--- src/rtl/mux4_arb_if.sv ---
// mux4_arb_if: request, data and grant bundle between the sources and mux4_rr_arbiter
interface mux4_arb_if;
   logic [3:0] req;
   logic       i0, i1, i2, i3;
   logic [3:0] gnt;
   logic       s1, s0, y, busy;
   modport master (output req, i0, i1, i2, i3, input gnt, s1, s0, y, busy);
   modport slave  (input req, i0, i1, i2, i3, output gnt, s1, s0, y, busy);
endinterface

--- src/rtl/mux4_rr_arbiter.sv ---
// mux4_rr_arbiter: 4-source round-robin arbiter driving a registered 4:1 channel mux
// Optional hold timeout enabled by defining MUX4_ARB_TIMEOUT_EN (limit set by HOLD_MAX)
module mux4_rr_arbiter #(
   parameter int HOLD_MAX = 8
) (
   input logic       clk,
   input logic       rst_n,
   mux4_arb_if.slave bus
);
   typedef enum logic {IDLE, GRANT} state_t;
   state_t     state;
   logic [3:0] gnt, cand, din, cur_oh;
   logic [1:0] sel, ptr, win;
   logic       y, busy, tmo, keep;

   assign din    = {bus.i3, bus.i2, bus.i1, bus.i0};
   assign cur_oh = 4'b0001 << sel;
   assign keep   = (state == GRANT) && bus.req[sel] && !tmo;
   // at timeout the current holder is excluded so another requester wins
   assign cand   = bus.req & ~(tmo ? cur_oh : 4'b0000);

   always_comb begin
      win = ptr;
      for (int j = 3; j >= 0; j--)
         if (cand[ptr + 2'(j)]) win = ptr + 2'(j);
   end

`ifdef MUX4_ARB_TIMEOUT_EN
   logic [7:0] cnt;
   assign tmo = (state == GRANT) && (cnt == 8'(HOLD_MAX - 1));
   always_ff @(posedge clk or negedge rst_n)
      if (!rst_n) cnt <= 8'd0;
      else cnt <= keep ? cnt + 8'd1 : 8'd0;
`else
   assign tmo = 1'b0;
`endif

   always_ff @(posedge clk or negedge rst_n)
      if (!rst_n) begin
         state <= IDLE;
         gnt   <= 4'b0000;
         sel   <= 2'd0;
         ptr   <= 2'd0;
         y     <= 1'b0;
         busy  <= 1'b0;
      end else begin
         y <= (state == GRANT) ? din[sel] : 1'b0;
         if (!keep && |cand) begin
            state <= GRANT;
            gnt   <= 4'b0001 << win;
            sel   <= win;
            ptr   <= win + 2'd1;
            busy  <= 1'b1;
         end else if (!keep && !(state == GRANT && bus.req[sel])) begin
            state <= IDLE;
            gnt   <= 4'b0000;
            busy  <= 1'b0;
         end
      end

   assign bus.gnt  = gnt;
   assign bus.s1   = sel[1];
   assign bus.s0   = sel[0];
   assign bus.y    = y;
   assign bus.busy = busy;
endmodule
--- src/flat_wrapper.sv ---
// flat-port wrapper written by rule: the top's interface ports become plain ports
module mux4_rr_arbiter_flat 
#(
   parameter int HOLD_MAX = 8
)
  (clk, rst_n, bus_req, bus_i0, bus_i1, bus_i2, bus_i3, bus_gnt, bus_s1, bus_s0, bus_y, bus_busy);
  mux4_arb_if bus_i ();
  input logic clk;
  input logic rst_n;
  input wire logic [$bits(bus_i.req)-1:0] bus_req;
  input wire logic [$bits(bus_i.i0)-1:0] bus_i0;
  input wire logic [$bits(bus_i.i1)-1:0] bus_i1;
  input wire logic [$bits(bus_i.i2)-1:0] bus_i2;
  input wire logic [$bits(bus_i.i3)-1:0] bus_i3;
  output wire logic [$bits(bus_i.gnt)-1:0] bus_gnt;
  output wire logic [$bits(bus_i.s1)-1:0] bus_s1;
  output wire logic [$bits(bus_i.s0)-1:0] bus_s0;
  output wire logic [$bits(bus_i.y)-1:0] bus_y;
  output wire logic [$bits(bus_i.busy)-1:0] bus_busy;
  assign bus_i.req = bus_req;
  assign bus_i.i0 = bus_i0;
  assign bus_i.i1 = bus_i1;
  assign bus_i.i2 = bus_i2;
  assign bus_i.i3 = bus_i3;
  assign bus_gnt = bus_i.gnt;
  assign bus_s1 = bus_i.s1;
  assign bus_s0 = bus_i.s0;
  assign bus_y = bus_i.y;
  assign bus_busy = bus_i.busy;
  mux4_rr_arbiter #(.HOLD_MAX(HOLD_MAX)) u_core (.clk(clk), .rst_n(rst_n), .bus(bus_i));
endmodule
--- config.mk ---
export PLATFORM = sky130hd
export DESIGN_NAME = mux4_rr_arbiter_flat
export DESIGN_NICKNAME = d
export VERILOG_FILES = /design/src/rtl/mux4_arb_if.sv /design/src/rtl/mux4_rr_arbiter.sv /design/src/flat_wrapper.sv
export SDC_FILE = /design/constraint.sdc
export NUM_CORES = 1
export LEC_CHECK = 0
export CORE_MARGIN = 5
export CORE_UTILIZATION = 35
export DETAILED_ROUTE_END_ITERATION = 16
export PLACE_DENSITY = 0.71
export RECOVER_POWER = 50
export SLEW_MARGIN = 10
export SYNTH_ARGS = -nofsm -noshare
export SYNTH_HDL_FRONTEND = slang
export SYNTH_SLANG_ARGS = --single-unit
--- constraint.sdc ---
create_clock -name clk -period 4.8 [get_ports clk]
set_input_delay 1.44 -clock clk [delete_from_list [all_inputs] [get_ports clk]]
set_output_delay 1.44 -clock clk [all_outputs]
set_load 0.01 [all_outputs]
# Word level (Yosys, flattened, before mapping)
# Cells that the tools add are included.
[classes]
addsub = 4
n_lt_le_gt_ge = 5
eq_ne = 1
shift = 1
muxes = 21
reduce_logical = 4
[op_table]
columns = ["op", "count"]
rows = [
  ["2-bit by 3-bit < comparator with 1-bit output, second input constant", 5],
  ["1-bit binary-select mux with 2-bit select", 6],
  ["1-bit 2-to-1 mux", 9],
  ["2-bit 2-to-1 mux", 4],
  ["4-bit 2-to-1 mux", 2],
  ["2-bit by 1-bit adder with 2-bit output, second input constant", 2],
  ["2-bit adder, second input constant", 2],
  ["4-bit OR reduction", 1],
  ["1-bit by 2-bit left shift with 4-bit output, first input constant", 1],
  ["1-bit logical AND", 2],
  ["2-bit inequality test, second input constant", 1],
  ["1-bit logical NOT", 1],
]
[totals]
ff_bits = 10
in_bits = 10
out_inout_bits = 8
elab_cells = 41

# Depth between registers and ports, before layout
[depth]
depth_word = 9
mapped_depth = 6
depth_no_buf = 5

# Worst setup path after synthesis
# No wires, ideal clock.
[synth_timing]
path_type = "input-to-reg"
startpoint = "in bus_req[3]"
endpoint = "reg u_core.sel[1]"
setup_time_ns = 0.125
t_arrival_ns = 2.592
setup_slack_ns = 2.083
path_stages = 5
path_buffers = 1
cell_sequence = "mux4_2 -> and2_1 -> buf_6 -> nor2_4 -> mux2_4"
[synth_between]
elab_chain_len = 6
elab_cells_between_ends = 18
[synth_lines]
columns = ["item", "line_no", "text"]
rows = [
  ["from (decl)", "flat_wrapper.sv:10", "input wire logic [$bits(bus_i.req)-1:0] bus_req;"],
  ["1-bit binary-select mux with 2-bit select", "mux4_rr_arbiter.sv:25", "if (cand[ptr + 2'(j)]) win = ptr + 2'(j);"],
  ["1-bit 2-to-1 mux (not written as such)", "mux4_rr_arbiter.sv:25", ""],
  ["2-bit 2-to-1 mux (4 in a row)", "mux4_rr_arbiter.sv:25", ""],
  ["to (signal assigned)", "mux4_rr_arbiter.sv:51", "sel <= win;"],
  ["to (decl)", "mux4_rr_arbiter.sv:13", "logic [1:0] sel, ptr, win;"],
]
# Several ways; a longest one is shown, not always the timed one. The select of a mux whose other input is x is not followed.
# A chain may end at the register's enable or synchronous reset.

# Worst setup path in the final report
[layout_timing]
startpoint = "in bus_req[3]"
endpoint = "reg u_core.gnt[2], in the netlist u_core.bus.gnt[2]"
[layout_between]
elab_chain_len = 8
elab_cells_between_ends = 21
[layout_lines]
columns = ["item", "line_no", "text"]
rows = [
  ["1-bit binary-select mux with 2-bit select", "mux4_rr_arbiter.sv:25", ""],
  ["1-bit 2-to-1 mux (not written as such)", "mux4_rr_arbiter.sv:25", ""],
  ["2-bit 2-to-1 mux (4 in a row)", "mux4_rr_arbiter.sv:25", ""],
  ["1-bit by 2-bit left shift with 4-bit output", "mux4_rr_arbiter.sv:50", "gnt <= 4'b0001 << win;"],
  ["4-bit 2-to-1 mux", "mux4_rr_arbiter.sv:48", "if (!keep && |cand) begin"],
  ["to (signal assigned)", "mux4_rr_arbiter.sv:50", ""],
  ["to (decl)", "mux4_rr_arbiter.sv:12", "logic [3:0] gnt, cand, din, cur_oh;"],
]
# Several ways; a longest one is shown, not always the timed one. The select of a mux whose other input is x is not followed.

==> summary.txt <==
Yosys
  – Fraction of synthesis flops using an asynchronous set or reset pin: 1.00
  – Sequential element share of the synthesized area: 0.454
  – Prevailing post-synth register cell: sky130_fd_sc_hd__dfrtp_1
  – Syn_nets: 58
  – Number of enable-type register cells in the synthesized netlist: 0
  – Synth cell types: 25
  – Post-synthesis instance area: roughly 550 um^2
  – Average footprint of a synthesized cell: 11.5 um^2
  – Yosys warnings: 0
  – Synthesized instance count: 48
  – Post-synthesis sequential element count: 10

Placed design
  – Number of buffer cells added on primary ports: 17
  – Placer congestion estimate: 0.725
  – Half-perimeter wire length after placement: slightly below 900 um
  – Total cell area at the placement stage: around 730 um^2

Floorplanning
  – Die height: 49.7 um
  – Number of top-level pins: 18
  – Die area: roughly 2500 um^2
  – Core ar.: roughly 1500 um^2
  – Initial Util: 0.366
  – # rows: 14
  – Die Width: 49.7 um

Power
  – Power per Cell Area: ~570 nW/um^2
  – Leakage Power: between 0.3 and 0.4 nW
  – Worst VDD drop: between 0.0002 and 0.0003 V

Final layout
  – Cell area after layout: 761 um^2
  – Number of antenna diodes: 0
  – Layout cells sized above 1: 0.162
  – Most common cell after layout, fill and taps aside: sky130_fd_sc_hd__clkdlybuf4s50_1
  – Top library cells by usage in the layout, fill and taps aside: 13 x sky130_fd_sc_hd__clkdlybuf4s50_1, 10 x sky130_fd_sc_hd__dfrtp_1, 4 x sky130_fd_sc_hd__dlygate4sd3_1
  – Fill cell count: 143
  – Synth-to-Final Area Change: 37.9%
  – Final-stage net count: 79

Clock tree
  – Clock transition at the registers of the reported paths: roughly 60 ps
  – H-tree levels: 1
  – CTS tree: done
  – Sinks on Clock Net: 10
  – Longest Clk Path Bufs: 2
  – Number of cells upsized or downsized after cts: 0
  – Inserted Clock Buffers: 3
  – Number of post-CTS setup repair buffers: 0
  – Clock latency at the later pin of the worst-skew pair: 260 ps
  – Post-CTS Hold Fix Bufs: 0
  – Clk root buf: sky130_fd_sc_hd__clkbuf_4

Global routing
  – Wire length of the first global-routing pass: 1830 um
  – Pin count of the biggest net entering global routing: 11
  – Met2 track utilization from global routing: 0.153
  – GRT busiest layer: met2
  – Met3 capacity usage during global routing: 0.0602
  – Vias in the first global route: between 300 and 400
  – Grt total ovfl: 0
  – Total routing usage reported by global routing: 0.0989
  – Antenna violations before repair: 0
  – Met1 track utilization from global routing: 0.109

Critical path
  – Worst setup path class: primary input to flip-flop
  – Worst-path cell with the longest stage delay: sky130_fd_sc_hd__nor4_1
  – Critical path's top delay family: simple AND/OR/NAND/NOR gates
  – Ordered list of cells on the worst path: clkdlybuf4s50_1, nor4_1, inv_1, a32o_1
  – Required time worst endpoint: 4940 ps
  – Sort of element at the start of the critical path: primary input
  – Crit path DAT: between 3000 and 4000 ps
  – Delay of the slowest cell on the worst path: 760 ps
  – Endpoint type of the worst setup path: flip-flop
  – Highest fanout seen on the critical path: 8
  – Number of buffers and inverters on the critical path: 2

Route
  – Routed vias: 421
  – DR pass1 iterations: 4
  – Post-detailed-route wirelength per cell: ~13 um
  – Routed WL: approximately 1100 um
  – DRC violations left: 0
  – Post-DRT Antenna Nets: 0
  – Iteration-0 DRC count of the detailed router: 5
  – Via density per instance: between 5 and 6

Timing
  – Setup TNS Final: 0 ps
  – Number of hold-slack violations in the final timing report: 0
  – Max-slew violation count: 0
  – Unrepaired setup endpoints after global routing: no
  – Worst-case headroom to the max-slew limit: 0.443
  – Clock skew: approximately 7 ps
  – Achievable frequency: ~330 MHz
  – Final period utilization: 0.637
  – Finish-stage setup viols: 0
  – Worst Tran Pin Value: 827 ps
  – Tmin final: 3060 ps

Hold path
  – Worst hold-check path type: flip-flop to flip-flop

Run status
  – Outcome: complete, no violations

Run
  – Max cap viols: 0
[synthesized netlist by cell type (2+ instances only)]
cell	count	area [um^2]
sky130_fd_sc_hd__and2_1	2	12.5
sky130_fd_sc_hd__inv_1	3	11.3
sky130_fd_sc_hd__a22o_1	2	17.5
sky130_fd_sc_hd__o21ai_0	3	15.0
sky130_fd_sc_hd__mux4_2	2	45.0
sky130_fd_sc_hd__dfrtp_1	10	250
sky130_fd_sc_hd__a21oi_1	3	15.0
sky130_fd_sc_hd__a32o_1	2	20.0
sky130_fd_sc_hd__nor2b_1	3	18.8
sky130_fd_sc_hd__nor2_1	3	11.3
[routing by layer]
layer / vias up / part of all wire
met4: 0 / 0.011
met3: 2 / 0.062
met2: 12 / 0.47
li1: 216 / -
met5: - / 0
met1: 191 / 0.46
[path summary, 6_finish.rpt]
check	to	depth (start not counted)	startpoint	slack [ps]
worst min register to register	u_core.bus.gnt[3]	1	u_core.bus.gnt[3]	500
min in group asynchronous	u_core.bus.y	1	rst_n	1560
max in group asynchronous	u_core.bus.gnt[2]	1	rst_n	2930
worst min-delay path	u_core.bus.gnt[3]	1	u_core.bus.gnt[3]	500
worst max register to register	u_core.sel[1]	4	u_core.sel[0]	3010
worst max-delay path	u_core.bus.gnt[2]	4	bus_req[3]	1740
[final cells by class]
class                           instances  area, um^2  area share
Inverter                                3        11.3      0.0148
Clock buffer                            4        36.3      0.0477
Tap cell                               16        20.0      0.0263
Sequential cell                        10         250       0.329
Timing Repair Buffer                   17         170       0.224
Multi-Input combinational cell         34         273       0.359
[logic make-up (layout without fill, tap and decap cells)]
family                 after synthesis  count (layout)  share of synthesized area
AND/OR/NAND/NOR                     18              18                      0.229
AO/OA/AOI/OAI                       12              12                      0.152
flip-flops                          10              10                      0.454
buffers and inverters                4              24                     0.0408
multiplexers                         3               3                      0.109
XOR/XNOR                             1               1                     0.0159
[per-stage QoR]
step                      setup WS [ps]  total power, mW  hold slack [ps]   util  std cells
after global routing               1680            0.470              525  0.505         84
final                              1740            0.434              495  0.505         84
after floorplan                    2080            0.294              508      -         48
after CTS                          1760            0.447              507  0.509         84
after detailed placement           1470            0.372              493  0.485         80
after global placement             1510            0.369              492  0.485         80
[sequential cells by signal, indices dropped and copies added, names as in the netlist]
name            cells
u_core.ptr          2
u_core.sel          2
u_core.bus.y        1
u_core.state        1
u_core.bus.gnt      4
[power by group]
group / total (mW) / internal (mW) / switching [mW]
Sequential: 0.152 / 0.120 / 0.0315
Clock: 0.0724 / 0.0460 / 0.0265
Combinational: 0.210 / 0.122 / 0.0882
Note: power is estimated with default switching activity, not from simulation.
